==> src/rtl/riscv_pkg.sv <==
// Shared RV32I decode constants and the ID/EX pipeline register layout.
package riscv_pkg;
    localparam int XLEN_C       = 32;
    localparam int REG_ADDR_W_C = 5;

    localparam logic [6:0] OP_R   = 7'b0110011;
    localparam logic [6:0] OP_I   = 7'b0010011;
    localparam logic [6:0] OP_LW  = 7'b0000011;
    localparam logic [6:0] OP_SW  = 7'b0100011;
    localparam logic [6:0] OP_BEQ = 7'b1100011;
    localparam logic [6:0] OP_JAL = 7'b1101111;

    localparam logic [2:0] ALU_ADD = 3'b000;
    localparam logic [2:0] ALU_SUB = 3'b001;
    localparam logic [2:0] ALU_AND = 3'b010;
    localparam logic [2:0] ALU_OR  = 3'b011;
    localparam logic [2:0] ALU_SLT = 3'b101;

    localparam logic [1:0] RES_ALU = 2'b00;
    localparam logic [1:0] RES_MEM = 2'b01;
    localparam logic [1:0] RES_PC4 = 2'b10;

    localparam logic [2:0] IMM_NONE = 3'd0;
    localparam logic [2:0] IMM_I    = 3'd1;
    localparam logic [2:0] IMM_S    = 3'd2;
    localparam logic [2:0] IMM_B    = 3'd3;
    localparam logic [2:0] IMM_J    = 3'd4;

    typedef struct packed {
        logic       regWrite;
        logic       memWrite;
        logic       branch;
        logic       jump;
        logic       aluSrc;
        logic [1:0] resultSrc;
        logic [2:0] aluControl;
    } ctrlT;

    typedef struct packed {
        ctrlT                    ctrl;
        logic [XLEN_C-1:0]       rd1;
        logic [XLEN_C-1:0]       rd2;
        logic [XLEN_C-1:0]       immExt;
        logic [REG_ADDR_W_C-1:0] rs1;
        logic [REG_ADDR_W_C-1:0] rs2;
        logic [REG_ADDR_W_C-1:0] rd;
        logic [XLEN_C-1:0]       currentPc;
        logic [XLEN_C-1:0]       nextPc;
    } idExT;
endpackage

==> src/rtl/register_file.sv <==
// 2R1W register file: x0 hardwired to zero, async clear, write-through bypass.
module register_file #(
    parameter int XLEN       = 32,
    parameter int REG_ADDR_W = 5
) (
    input  logic                  clk,
    input  logic                  rst,
    input  logic [REG_ADDR_W-1:0] ra1,
    input  logic [REG_ADDR_W-1:0] ra2,
    input  logic                  we,
    input  logic [REG_ADDR_W-1:0] wa,
    input  logic [XLEN-1:0]       wd,
    output logic [XLEN-1:0]       rd1,
    output logic [XLEN-1:0]       rd2
);
    localparam int NREGS = 1 << REG_ADDR_W;

    logic [XLEN-1:0] mem [NREGS];
    logic            wrEn;

    assign wrEn = we && !rst && (wa != '0);

    always_ff @(posedge clk or posedge rst) begin
        if (rst) begin
            mem <= '{default: '0};
        end else if (wrEn) begin
            mem[wa] <= wd;
        end
    end

    // Bypass lets a write-back and a dependent decode share one cycle.
    assign rd1 = (ra1 == '0) ? '0 : (wrEn && wa == ra1) ? wd : mem[ra1];
    assign rd2 = (ra2 == '0) ? '0 : (wrEn && wa == ra2) ? wd : mem[ra2];
endmodule

==> src/rtl/decode_cycle.sv <==
// RV32I decode stage: control decode, immediate extension, operand read, ID/EX register.
module decode_cycle
    import riscv_pkg::*;
#(
    parameter int XLEN       = 32,
    parameter int REG_ADDR_W = 5
) (
    input  logic                  clk,
    input  logic                  rst,
    input  logic [XLEN-1:0]       InstrD,
    input  logic [XLEN-1:0]       CurrentPCD,
    input  logic [XLEN-1:0]       NextPCD,
    input  logic                  RegWriteW,
    input  logic [REG_ADDR_W-1:0] RDW,
    input  logic [XLEN-1:0]       ResultW,
    input  logic                  FlushE,
    output logic                  RegWriteE,
    output logic                  MemWriteE,
    output logic                  BranchE,
    output logic                  JumpE,
    output logic                  ALUSrcE,
    output logic [1:0]            ResultSrcE,
    output logic [2:0]            ALUControlE,
    output logic [XLEN-1:0]       RD1E,
    output logic [XLEN-1:0]       RD2E,
    output logic [XLEN-1:0]       ImmExtE,
    output logic [REG_ADDR_W-1:0] Rs1E,
    output logic [REG_ADDR_W-1:0] Rs2E,
    output logic [REG_ADDR_W-1:0] RdE,
    output logic [XLEN-1:0]       CurrentPCE,
    output logic [XLEN-1:0]       NextPCE
);
    logic [6:0]      opcode;
    logic [2:0]      funct3;
    logic            funct7b5;
    logic [2:0]      immSel;
    logic            aluDecode;
    ctrlT            ctrl;
    logic [XLEN-1:0] immExt;
    logic [XLEN-1:0] rd1;
    logic [XLEN-1:0] rd2;
    idExT            idExNext;
    idExT            idEx;

    assign opcode   = InstrD[6:0];
    assign funct3   = InstrD[14:12];
    assign funct7b5 = InstrD[30];

    always_comb begin
        ctrl      = '0;
        immSel    = IMM_NONE;
        aluDecode = 1'b0;
        case (opcode)
            OP_R: begin
                ctrl.regWrite = 1'b1;
                aluDecode     = 1'b1;
            end
            OP_I: begin
                ctrl.regWrite = 1'b1;
                ctrl.aluSrc   = 1'b1;
                aluDecode     = 1'b1;
                immSel        = IMM_I;
            end
            OP_LW: begin
                ctrl.regWrite  = 1'b1;
                ctrl.resultSrc = RES_MEM;
                ctrl.aluSrc    = 1'b1;
                immSel         = IMM_I;
            end
            OP_SW: begin
                ctrl.memWrite = 1'b1;
                ctrl.aluSrc   = 1'b1;
                immSel        = IMM_S;
            end
            OP_BEQ: begin
                ctrl.branch     = 1'b1;
                ctrl.aluControl = ALU_SUB;
                immSel          = IMM_B;
            end
            OP_JAL: begin
                ctrl.jump      = 1'b1;
                ctrl.regWrite  = 1'b1;
                ctrl.resultSrc = RES_PC4;
                immSel         = IMM_J;
            end
            default: ;
        endcase

        // funct7[5] only selects sub for R-type; in I-type it is immediate data.
        if (aluDecode) begin
            case (funct3)
                3'b000:  ctrl.aluControl = (opcode == OP_R && funct7b5) ? ALU_SUB : ALU_ADD;
                3'b010:  ctrl.aluControl = ALU_SLT;
                3'b110:  ctrl.aluControl = ALU_OR;
                3'b111:  ctrl.aluControl = ALU_AND;
                default: ctrl.aluControl = ALU_ADD;
            endcase
        end
    end

    always_comb begin
        case (immSel)
            IMM_I:   immExt = {{(XLEN-12){InstrD[31]}}, InstrD[31:20]};
            IMM_S:   immExt = {{(XLEN-12){InstrD[31]}}, InstrD[31:25], InstrD[11:7]};
            IMM_B:   immExt = {{(XLEN-13){InstrD[31]}}, InstrD[31], InstrD[7],
                               InstrD[30:25], InstrD[11:8], 1'b0};
            IMM_J:   immExt = {{(XLEN-21){InstrD[31]}}, InstrD[31], InstrD[19:12],
                               InstrD[20], InstrD[30:21], 1'b0};
            default: immExt = '0;
        endcase
    end

    register_file #(
        .XLEN       (XLEN),
        .REG_ADDR_W (REG_ADDR_W)
    ) uRegFile (
        .clk (clk),
        .rst (rst),
        .ra1 (InstrD[19:15]),
        .ra2 (InstrD[24:20]),
        .we  (RegWriteW),
        .wa  (RDW),
        .wd  (ResultW),
        .rd1 (rd1),
        .rd2 (rd2)
    );

    always_comb begin
        idExNext           = '0;
        idExNext.ctrl      = ctrl;
        idExNext.rd1       = rd1;
        idExNext.rd2       = rd2;
        idExNext.immExt    = immExt;
        idExNext.rs1       = InstrD[19:15];
        idExNext.rs2       = InstrD[24:20];
        idExNext.rd        = InstrD[11:7];
        idExNext.currentPc = CurrentPCD;
        idExNext.nextPc    = NextPCD;
    end

    always_ff @(posedge clk or posedge rst) begin
        if (rst) begin
            idEx <= '0;
        end else if (FlushE) begin
            idEx <= '0;
        end else begin
            idEx <= idExNext;
        end
    end

    assign RegWriteE   = idEx.ctrl.regWrite;
    assign MemWriteE   = idEx.ctrl.memWrite;
    assign BranchE     = idEx.ctrl.branch;
    assign JumpE       = idEx.ctrl.jump;
    assign ALUSrcE     = idEx.ctrl.aluSrc;
    assign ResultSrcE  = idEx.ctrl.resultSrc;
    assign ALUControlE = idEx.ctrl.aluControl;
    assign RD1E        = idEx.rd1;
    assign RD2E        = idEx.rd2;
    assign ImmExtE     = idEx.immExt;
    assign Rs1E        = idEx.rs1;
    assign Rs2E        = idEx.rs2;
    assign RdE         = idEx.rd;
    assign CurrentPCE  = idEx.currentPc;
    assign NextPCE     = idEx.nextPc;
endmodule

==> config.mk <==
export PLATFORM = sky130hd
export DESIGN_NAME = decode_cycle
export DESIGN_NICKNAME = d
export VERILOG_FILES = /design/src/rtl/riscv_pkg.sv /design/src/rtl/register_file.sv /design/src/rtl/decode_cycle.sv
export SDC_FILE = /design/constraint.sdc
export NUM_CORES = 2
export LEC_CHECK = 0
export ABC_AREA = 1
export CAP_MARGIN = 40
export CELL_PAD_IN_SITES_DETAIL_PLACEMENT = 1
export CELL_PAD_IN_SITES_GLOBAL_PLACEMENT = 1
export CORE_MARGIN = 2
export CORE_UTILIZATION = 46
export CTS_BUF_LIST = sky130_fd_sc_hd__clkbuf_4
export DETAILED_ROUTE_END_ITERATION = 12
export MAX_ROUTING_LAYER = met4
export PLACE_DENSITY_LB_ADDON = 0.05
export SYNTH_ARGS = -nofsm -noshare
export SYNTH_HDL_FRONTEND = slang
export SYNTH_SLANG_ARGS = --single-unit
==> constraint.sdc <==
create_clock -name clk -period 45.2 [get_ports clk]
set_clock_uncertainty 0.15 [all_clocks]
set_input_delay 6.78 -clock clk [delete_from_list [all_inputs] [get_ports clk]]
set_output_delay 6.78 -clock clk [all_outputs]
set_load 0.02 [all_outputs]
# == Word level (Yosys, flattened, before mapping) ==
# Cells that the tools add are included.
# word_totals
register_bits,1209
input_bits,137
wordCells,111
# classes
n_lt_le_gt_ge,4
eq_ne,15
muxes,27
bitwise,3
n_reduce_logical,15
# op_table
op,n
bitwise mux 1024 bit,1
binary-select mux 32 bit (select 5 bit),2
two-way mux 32 bit,9
two-way mux 185 bit,1
demux 32 bit (select 5 bit),1
one-hot mux 32 bit (4 select lines),1
one-hot mux 3 bit (4 select lines),2
>= comparator 6 bit (second input constant),3
inverter 5 -> 6 bit,3
equality test 7 x 6 -> 1 bit (second input constant),2
equality test 7 bit (second input constant),2
equality test 5 bit,2
logical NOT 5 bit,2
equality test 3 x 2 -> 1 bit (second input constant),3
equality test 3 bit (second input constant),3
two-way mux 1 bit,8
equality test 7 x 2 -> 1 bit (second input constant),1
equality test 7 x 5 -> 1 bit (second input constant),1
logical AND 1 bit,6
less-than comparator 6 x 1 -> 1 bit (second input constant),1
nonzero test 5 bit,1
one-hot mux 2 bit (2 select lines),1
OR reduction 2 bit,2
OR reduction 4 bit,1
other kinds (5),5

# == Depth between registers and ports, before layout ==
# logic_depth
word_depth,7
ltp_mapped,14
depth_no_buf,10

# == Modules after synthesis ==
# From an unflattened synthesis, not the netlist that was laid out.
# unflattened
hier_cells,9093
hier_area_um2,64586.9
# modules_own_cells
mod,instances,cells_each,area_each_um2,seq_area_each_um2
register_file,1,8489,58479.8,25624.6
decode_cycle,1,604,6107.1,4329.2

# == Worst setup path after synthesis ==
# Ideal clock, no wire load.
# synth_timing
path_kind,input -> register
from,input RDW[2]
to,register idEx (netlist bit RD2E[19])
setup_time_ns,0.123
arrival_ns,8.148
setup_slack_ns,36.778
path_stages,11
path_cell_list,buf_4 > nor3_4 > nand2_2 > nand2_4 > inv_2 > nand3_1 > buf_2 > buf_2 > nand2_1 > nor2_1 > a21oi_1
# synth_via
elab_chain_cells,6
# synth_lines
item,line_no,rtl
from (decl),decode_cycle.sv:14,"input logic [REG_ADDR_W-1:0] RDW,"
nonzero test 5 bit,register_file.sv:21,assign wrEn = we && !rst && (wa != '0);
logical AND 1 bit,register_file.sv:21,
logical AND 1 bit *,register_file.sv:33,assign rd2 = (ra2 == '0) ? '0 : (wrEn && wa == ra2) ? wd : mem[ra2];
two-way mux 32 bit * (2 in series),register_file.sv:33,
two-way mux 185 bit *,decode_cycle.sv:144,end else if (FlushE) begin
to (signal assigned),decode_cycle.sv:147,idEx <= idExNext;
to (decl),decode_cycle.sv:43,idExT idEx;
# Every way passes the cells marked *; elsewhere a longest branch is shown, timed or not.
# A chain may end at the register's enable or synchronous reset.

==> results.txt <==
----------------------------------------------------
[Logic synthesis]
  Distinct cells, synth ... 31
  Number of instances in the synthesized netlist ... 9455
  Share of flip-flops with an asynchronous set or reset after synthesis ... 1.00
  Synthesized area ... 65600 sq um
  Most frequently used flop master after synthesis ... dfrtp_1
  Proportion of synthesized chip area in sequential cells ... 0.457
  Per-instance average area after synthesis ... 6.93 sq um
  Yosys warnings ... 0
  Number of enable flip-flop cells after synthesis ... 0
  Post-synth net total ... 9592
  Number of synthesized register bits ... roughly 1200

[Global route]
  Initial antenna violation count ... 23
  Pin count of the biggest net entering global routing ... 192
  Remaining global-route overflow ... 0
  Global routing usage summed across all routing layers ... 0.414
  Wire length of the first global-routing pass ... 443000 microns
  Via count of the first global-routing pass ... approximately 70000

[Pwr]
  Worst IR drop on VDD ... 0.0253 mV
  Switching share of power ... 0.336
  Combinational share of power ... 0.199
  Leak Pwr ... about 0.037 uW
  Sequential group share of total power ... 0.446
  Clk pwr share ... 0.356
  Power density normalized to cell area ... 38.9 nW/um^2
  Internal power ... 1920 uW
  Psw ... roughly 970 uW

[Floorplan]
  Full die area ... 146000 sq um
  Area of the placeable core ... 142000 sq um
  Floorplan die width ... 382 microns
  Floorplan row count ... 138
  Initial cell density of the core ... 0.463
  Die Height ... around 380 microns
  Number of placed I/O pins ... between 300 and 400

[Layout]
  Proportion of layout cells with a drive suffix above 1 ... 0.0846
  Most common cell after layout, fill and taps aside ... nand2_1
  Filler Cells Inserted ... 18400
  Highest-count cells in the layout ignoring fill and taps ... nand2_1, nand3_1, dfrtp_1
  Relative area change from synthesis to final layout ... 13.4%
  Net count of the finished layout ... between 9000 and 10000

[Clock tree]
  Buffers inserted during post-CTS setup optimization ... 0
  Buffer cell driving the clock tree root ... clkbuf_4
  CTS H-Tree Depth ... 5
  Buffers from clock root to sink, at most ... 4
  Clock network latency to the later pin of the worst-skew pair ... 1.35 ns
  Total number of clock tree sinks ... ~1200
  Clock-pin transition on the worst setup and hold timing paths ... 0.06 ns
  Total of hold buffers inserted after clock tree synthesis ... 0
  Number of buffers inserted during clock tree synthesis ... 360
  CTS tree ... done
  Post-cts sizing count ... 0

[Detailed routing]
  Total DRC errors in the routed layout ... 0
  Pre-Repair DR Iteration Count ... 6
  Avg Vias per Cell ... 5.89
  Routed wire per std cell ... 25.3 microns
  Post-route antenna net violation count ... 0
  Number of vias after detailed routing ... between 60000 and 70000
  Wire length reported by the detailed router ... 294000 microns
  Count of routing violations after the opening detailed-route iteration ... 7607

[Timing]
  Setup repair after global routing missed its margin ... no
  Least setup slack across all paths after layout ... 34.65 ns
  Sum of negative setup slack ... 0 ns
  Hold Worst Slack ... about 0.23 ns
  Worst-Margin Slew ... 1.06 ns
  Max-Slew Margin vs Limit ... 0.295
  Min cycle time layout ... 10.55 ns
  Final Hold Fails ... 0
  Crit share post-route ... 0.233
  Max Fclk ... approximately 0.095 GHz
  Number of pins with negative max-slew slack in the final report ... 0
  Final setup violation count ... 0

[Worst setup path]
  Arrival time at the worst endpoint ... 11.73 ns
  CP Capture Type ... asynchronous set/reset pin
  Critical Setup Path Class ... in2async
  Maximum fanout along the worst path ... 63
  Critical Path Start Type ... input port
  Data required, critical path ... 46.38 ns

[Run]
  Reported max-cap violation count ... 0

[Place]
  Pre-CTS setup slack ... 33.09 ns
  Count of input and output buffers ... 321
  Half-perimeter wire length after detailed placement ... 170000 microns
  RD Place Congestion ... 0.865

[Status]
  Run status ... completed

[Worst hold path]
  Path type of the worst min-delay path ... reg2reg

----------------------------------------------------
layout make-up:
type / instances / area [sq um] / area share
Sequential cell: 1197 / 30000 / 0.403
Clock buffer: 512 / 3840 / 0.0517
Clock inverter: 80 / 357 / 0.00479
Tap cell: 1890 / 2360 / 0.0318
Multi-Input combinational cell: 6437 / 28700 / 0.387
Timing Repair Buffer: 474 / 5160 / 0.0694
Antenna cell: 23 / 57.6 / 0.000774
Inverter: 1022 / 3890 / 0.0523
power groups by stage:
| stage | Combinational [uW] | Clock [uW] | Sequential [uW] |
|---|---|---|---|
| after floorplan | 372 | 0 | 1300 |
| after global placement | 530 | 0 | 1300 |
| after detailed placement | 563 | 0 | 1300 |
| after CTS | 568 | 1050 | 1290 |
| after global routing | 645 | 1100 | 1300 |
| final | 574 | 1030 | 1290 |
sequential cells by signal, summed over array words and instances (netlist names):
register / cells
ALUControlE: 3
ALUSrcE: 1
BranchE: 1
CurrentPCE: 32
ImmExtE: 21
JumpE: 1
MemWriteE: 1
NextPCE: 32
RD1E: 32
RD2E: 32
RdE: 5
RegWriteE: 1
ResultSrcE: 1
Rs1E: 5
Rs2E: 5
uRegFile.mem: 1024
final timing paths:
check | startpoint | to | slack, ns | cells after the start
max | rst | uRegFile.mem[396] | 34.65 | 9
min | uRegFile.mem[1003] | uRegFile.mem[1003] | 0.23 | 0
max reg2reg | uRegFile.mem[597] | RD2E[21] | 43.05 | 8
min reg2reg | uRegFile.mem[1003] | uRegFile.mem[1003] | 0.23 | 0
max in group clk | RDW[0] | uRegFile.mem[99] | 35.37 | 12
min in group asynchronous | rst | uRegFile.mem[883] | 5.74 | 2
through the flow:
step | instances | instance area [sq um] | power (uW) | util
floorplan | 9455 | 65600 | 1670 | -
global placement | 11000 | 69100 | 1830 | 0.488
detailed placement | 11000 | 70100 | 1870 | 0.495
CTS | 11600 | 74300 | 2900 | 0.525
global route | 11600 | 74400 | 3050 | 0.525
finish | 11600 | 74400 | 2890 | 0.525
metal layers:
| metal | up-vias | global-route usage | wire length [microns] |
|---|---|---|---|
| li1 | 30100 | - | - |
| met1 | 34200 | 0.532 | 121000 |
| met2 | 3360 | 0.632 | 132000 |
| met3 | 810 | 0.0806 | 27500 |
| met4 | 0 | 0.191 | 13500 |
| met5 | - | - | 0 |
synthesized netlist by cell type (2+ instances only):
cell	count	area (sq um)
buf_4	14	105
inv_1	1011	3790
buf_1	67	251
nand3_1	1327	6640
nand4_1	3	18.8
xor2_1	4	35.0
o21ai_0	1146	5740
inv_2	5	18.8
nand2_2	24	150
or2_2	74	463
a22oi_1	4	30.0
clkbuf_1	561	2110
o22ai_1	2	12.5
nor3_1	17	85.1
a21oi_1	155	776
xnor2_1	5	43.8
buf_2	157	786
clkinv_1	6	22.5
nand2_1	3118	11700
nor3_4	2	32.5
nor3_2	8	80.1
nor2_1	347	1300
o211ai_1	157	1180
dfrtp_1	1197	30000
nor2_2	7	43.8
o21ai_1	32	160
critical path, cell delays in order:
cell and delay (ns):
clkdlybuf4s50_1 0.51, inv_8 0.28, buf_4 0.69, buf_4 0.36, buf_4 0.72, buf_4 0.72
buf_4 0.45, buf_16 0.30, buf_4 0.71
cells by family (layout without fill, tap and decap cells):
| group | count (synthesis) | in the layout | synth area share |
|---|---|---|---|
| other | 0 | 23 | 0 |
| AO/OA/AOI/OAI | 1499 | 1499 | 0.121 |
| AND/OR/NAND/NOR | 4929 | 4929 | 0.313 |
| buffers and inverters | 1821 | 2088 | 0.108 |
| flip-flops | 1197 | 1197 | 0.457 |
| XOR/XNOR | 9 | 9 | 0.00120 |
No activity file was read; power rests on OpenSTA's default activity.
